==> config.mk <==
export PLATFORM = sky130hd
export DESIGN_NAME = if_stage
export DESIGN_NICKNAME = d
export VERILOG_FILES = /design/src/rtl/if_stage.sv
export SDC_FILE = /design/constraint.sdc
export NUM_CORES = 1
export LEC_CHECK = 0
export CORE_ASPECT_RATIO = 0.5
export CORE_MARGIN = 5
export CORE_UTILIZATION = 46
export DETAILED_ROUTE_END_ITERATION = 6
export PLACE_DENSITY = 0.86
export SETUP_SLACK_MARGIN = 0.1
export SLEW_MARGIN = 0
export SYNTH_ARGS = -nofsm -noshare
export SYNTH_HDL_FRONTEND = slang
export SYNTH_SLANG_ARGS = --single-unit
==> constraint.sdc <==
create_clock -name clk -period 5.35 [get_ports clk]
set_input_delay 1.07 -clock clk [delete_from_list [all_inputs] [get_ports clk]]
set_output_delay 1.07 -clock clk [all_outputs]
set_load 0.05 [all_outputs]
==> src/rtl/if_stage.sv <==
// Instruction fetch stage: PC register plus IF/ID pipeline register.
// Update priority is rst > redirect_valid > flush > stall > advance.
// The instruction memory answers combinationally, so a fetch takes one cycle.
// Optional macro IF_PERF_EN adds fetch_cnt / bubble_cnt performance counters.
module if_stage #(
  parameter logic [31:0] RESET_PC = 32'h0000_0000
) (
  input  logic        clk,
  input  logic        rst,
  input  logic        stall,
  input  logic        flush,
  input  logic        redirect_valid,
  input  logic [31:0] redirect_pc,
  output logic [31:0] imem_addr,
  input  logic [31:0] imem_inst,
  output logic [31:0] ifid_pc,
  output logic [31:0] ifid_pc4,
  output logic [31:0] ifid_inst,
  output logic        ifid_valid
`ifdef IF_PERF_EN
  ,
  output logic [31:0] fetch_cnt,
  output logic [31:0] bubble_cnt
`endif
);

  localparam logic [31:0] NopInst  = 32'h0000_0013;
  localparam logic [31:0] AlignMsk = 32'hFFFF_FFFC;
  // Reset PC is aligned too, so the low two PC bits are always zero.
  localparam logic [31:0] ResetPcA = RESET_PC & AlignMsk;

  logic [31:0] pc_q, pc_d;
  logic [31:0] ifid_pc_q, ifid_pc_d;
  logic [31:0] ifid_inst_q, ifid_inst_d;
  logic        ifid_valid_q, ifid_valid_d;
  logic        load_fetch;   // this edge loads a real instruction
  logic        load_bubble;  // this edge loads a bubble

  // Next-state selection for PC and IF/ID (reset handled in the flop block).
  always_comb begin
    pc_d         = pc_q;
    ifid_pc_d    = ifid_pc_q;
    ifid_inst_d  = ifid_inst_q;
    ifid_valid_d = ifid_valid_q;
    load_fetch   = 1'b0;
    load_bubble  = 1'b0;
    if (redirect_valid) begin
      pc_d         = redirect_pc & AlignMsk;
      ifid_pc_d    = 32'h0;
      ifid_inst_d  = NopInst;
      ifid_valid_d = 1'b0;
      load_bubble  = 1'b1;
    end else if (flush) begin
      if (!stall) pc_d = pc_q + 32'd4;
      ifid_pc_d    = 32'h0;
      ifid_inst_d  = NopInst;
      ifid_valid_d = 1'b0;
      load_bubble  = 1'b1;
    end else if (!stall) begin
      pc_d         = pc_q + 32'd4;
      ifid_pc_d    = pc_q;
      ifid_inst_d  = imem_inst;
      ifid_valid_d = 1'b1;
      load_fetch   = 1'b1;
    end
  end

  // State registers with synchronous active-high reset.
  always_ff @(posedge clk) begin
    if (rst) begin
      pc_q         <= ResetPcA;
      ifid_pc_q    <= 32'h0;
      ifid_inst_q  <= NopInst;
      ifid_valid_q <= 1'b0;
    end else begin
      pc_q         <= pc_d;
      ifid_pc_q    <= ifid_pc_d;
      ifid_inst_q  <= ifid_inst_d;
      ifid_valid_q <= ifid_valid_d;
    end
  end

  assign imem_addr  = pc_q;
  assign ifid_pc    = ifid_pc_q;
  assign ifid_pc4   = ifid_pc_q + 32'd4;
  assign ifid_inst  = ifid_inst_q;
  assign ifid_valid = ifid_valid_q;

`ifdef IF_PERF_EN
  logic [31:0] fetch_cnt_q, fetch_cnt_d;
  logic [31:0] bubble_cnt_q, bubble_cnt_d;

  // Counters wrap naturally at 2^32.
  always_comb begin
    fetch_cnt_d  = fetch_cnt_q;
    bubble_cnt_d = bubble_cnt_q;
    if (load_fetch)  fetch_cnt_d  = fetch_cnt_q + 32'd1;
    if (load_bubble) bubble_cnt_d = bubble_cnt_q + 32'd1;
  end

  // Counter registers, cleared by reset.
  always_ff @(posedge clk) begin
    if (rst) begin
      fetch_cnt_q  <= 32'h0;
      bubble_cnt_q <= 32'h0;
    end else begin
      fetch_cnt_q  <= fetch_cnt_d;
      bubble_cnt_q <= bubble_cnt_d;
    end
  end

  assign fetch_cnt  = fetch_cnt_q;
  assign bubble_cnt = bubble_cnt_q;
`else
  logic unused_perf;
  assign unused_perf = load_fetch ^ load_bubble;
`endif

endmodule

==> impl_results.md <==
* Outcome: finished clean
* Met3 GRT Util at 7.08%
* Drt via density at 5.37
* Peak supply drop at 0.199 mV
* Max Freq at 231 MHz
* Synthesized instance count at 541
* DR pass1 iterations at 4
* Die X at 153 um
* Clk root buf: clkbuf_16
* Worst EP arrival at 3260 ps
* Final Hold Violating Endpoints at 0
* H-tree Lvls at 3
* Met1 usage at 25.2%
* Fin cells at 856
* Synth area leader: dfxtp_1
* Post-route ant nets at 0
* Total Neg Setup Slack at 0 ps
* CTS clk-pin slew, worst paths at 60 ps
* Num rows at 26
* Critical R2R Launch: imem_addr[2]
* RSZ-0062 raised after global routing: no
* Area grow syn2layout at 49.3%
* Critical path's slowest cell: clkdlybuf4s50_1
* R2R setup slack at 3010 ps
* # diodes at 0
* Total die area at 12,400 um^2
* Reg2Reg Depth at 5
* Hold path cells at 2
* Seq/Total Area, Yosys at 39.8%
* CTS Sinks at 93
* Gr usage total at 21.4%
* Worst-path cell chain: ha_1 > nand3_1 > nor4_2 > nand4_1 > xnor2_1 > clkdlybuf4s50_1
* Mapped Area at 4680 um^2
* Most common cell in the netlist: dfxtp_1
* Hold_sp: ifid_valid
* End of the worst register-to-register path: imem_addr[18]
* Post-route core utilization at 69.5%
* Reg power frac at 41.3%
* Psw at 470 uW
* Post-route cell area at 6980 um^2
* Yosys cell types at 50
* Hold Crit Class: flop to flop
* Die Ht at 81.3 um
* MaxCap Viol Count at 0
* Clk_skew at 4.87 ps
* Clock power frac at 42.5%
* Nets@finish at 783
* YS warnings at 0
* Slew Limit Fails at 0
* Avg Cell Area, Syn at 8.64 um^2
* Gr ovfl total at 0
* Synth top area share at 39.8%
* Pwr Density at 261 nW/um^2
* Placed Area at 6620 um^2
* Post-CTS setup repair buffer count at 0
* Largest net degree at the start of global routing at 50
* Hold WS at 451 ps
* Kind of cell adding the most delay to the critical path: simple AND/OR/NAND/NOR gates
* Pint at 1350 uW
* First-pass GRT wire length at 21,900 um
* Residual DRC count at 0
* Area of the core at 10,100 um^2
* Seq cells post-synth at 93
* RD Place Congestion at 0.861
* Vias post-DR at 4,594
* Dpl cells at 841
* CTS tree: yes
* Antenna violations before repair at 0
* Combinational share of power at 16.2%
* Cts bufs inserted at 9
* EDFF count, synth at 0
* Wire per inst at 16.2 um
* Post-synth ARST share at 0%
* CTS Hold Buffers Added at 0
* Crit path time final at 4330 ps
* Post-DP HPWL at 10,000 um
* Clk_lat worst skew at 340 ps
* Setup crit end kind: output pin
* WP buf/inv at 1
* CP peak stage delay at 840 ps
* Initial core utilization at 46.5%
* Final WL at 13,900 um
* Main synth FF type: dfxtp_1
* Fraction of met2 tracks used by global routing at 37.6%
* IO Pins at 198
* Cts repair resizes at 0
* Leak pwr at 0.00257 uW
* Crit share post-route at 80.9%
* I/O Buffers at 189
* Worst setup path category: flop to output pin
* Synth top area cells: dfxtp_1 (40%), mux2i_1 (12%), nor2_1 (7.0%)
* Initial DRC Count at 235
* Clock Path Buffers at 2
* Final setup viols at 0
* Relative slew slack at 34.1%
* Layer with the highest usage: met2
* Worst-margin pin slew at 980 ps
* Layout cells sized above 1 at 3.91%
* Vias in the first global route at 4,400
* CP required at 4280 ps
* Endpoint, Worst Hold: ifid_valid
* Worst setup SP type: flop
* CP Max Fanout at 8
* Commonest cells post-synth: dfxtp_1 (93), nor2_1 (87), mux2i_1 (58), nand2_1 (32), nand3_1 (25)
* Sw Share at 25.8%
==> final cells by class <==
cell class | instances | area, um^2
repair buffers | 194 | 1930
fillers | 763 | 3070
clock inverters | 4 | 120
clock buffers | 11 | 243
well taps | 140 | 175
inverters | 11 | 41.3
multi-input cells | 403 | 2620
flip-flops and latches | 93 | 1860
==> worst max-delay path by stage <==
stage,slack (ps),endpoint,startpoint,cells after the start
6_report,1020,ifid_pc4[26],ifid_pc[2],6
5_1_grt,870,ifid_pc4[26],ifid_pc[2],6
3_5_place_dp,1360,ifid_pc4[28],ifid_pc[2],6
3_3_place_gp,1490,ifid_pc4[30],ifid_pc[2],6
2_1_floorplan,1660,ifid_pc4[28],ifid_pc[2],5
4_1_cts,1000,ifid_pc4[28],ifid_pc[2],6
==> metrics by stage <==
stage               setup WS (ps)  total power, uW
floorplan                    1660              944
global placement             1490             1060
detailed placement           1360             1060
CTS                          1000             1840
global route                  867             1890
finish                       1020             1820
==> state kept, by name, summed over array words and instances (netlist names) <==
signal	count
imem_addr	30
ifid_valid	1
ifid_inst	32
ifid_pc	30
==> power groups by stage <==
stage | clock network [uW] | registers (uW) | logic (uW)
3_3_place_gp | 0 | 767 | 292
2_1_floorplan | 0 | 833 | 111
3_5_place_dp | 0 | 767 | 296
4_1_cts | 790 | 752 | 297
6_report | 776 | 753 | 296
5_1_grt | 817 | 757 | 312
==> placed cells by master (no fill, tap or decap), types with 9 or more instances in the layout <==
| cell | netlist | routed |
|---|---|---|
| clkbuf_16 | 0 | 9 |
| nor2_1 | 87 | 87 |
| xnor2_1 | 22 | 22 |
| nor4_1 | 11 | 11 |
| nand4_1 | 21 | 21 |
| a21oi_1 | 13 | 13 |
| nand2_1 | 32 | 32 |
| a211oi_1 | 9 | 9 |
| dfxtp_1 | 93 | 93 |
| inv_1 | 11 | 11 |
| clkdlybuf4s50_1 | 0 | 188 |
| xor2_1 | 16 | 16 |
| mux2i_1 | 58 | 58 |
| nand3_1 | 25 | 25 |
==> kinds of logic after synthesis <==
family / Yosys count / synth area share (%)
buf+inv: 50 / 4.68
xor+xnor: 38 / 7.12
simple gates: 238 / 26.0
other cells: 1 / 0.0802
fa+ha+maj: 2 / 0.535
compound gates: 61 / 9.34
mux: 58 / 12.4
flops: 93 / 39.8
==> worst register-to-register path, stage by stage, from the launching register on <==
cell      delay (ps)
dfxtp_1          500
ha_1             270
nand3_2          160
or3_1            560
or4_1            520
a311oi_1         260
==> layer usage <==
layer	wire length [um]	up-vias	part of all wire, %
met4	175	0	1.3
met2	6630	154	48
met5	0	-	0
li1	-	2270	-
met1	5920	2152	43
met3	1130	18	8.2
No activity file was read; power rests on OpenSTA's default activity.
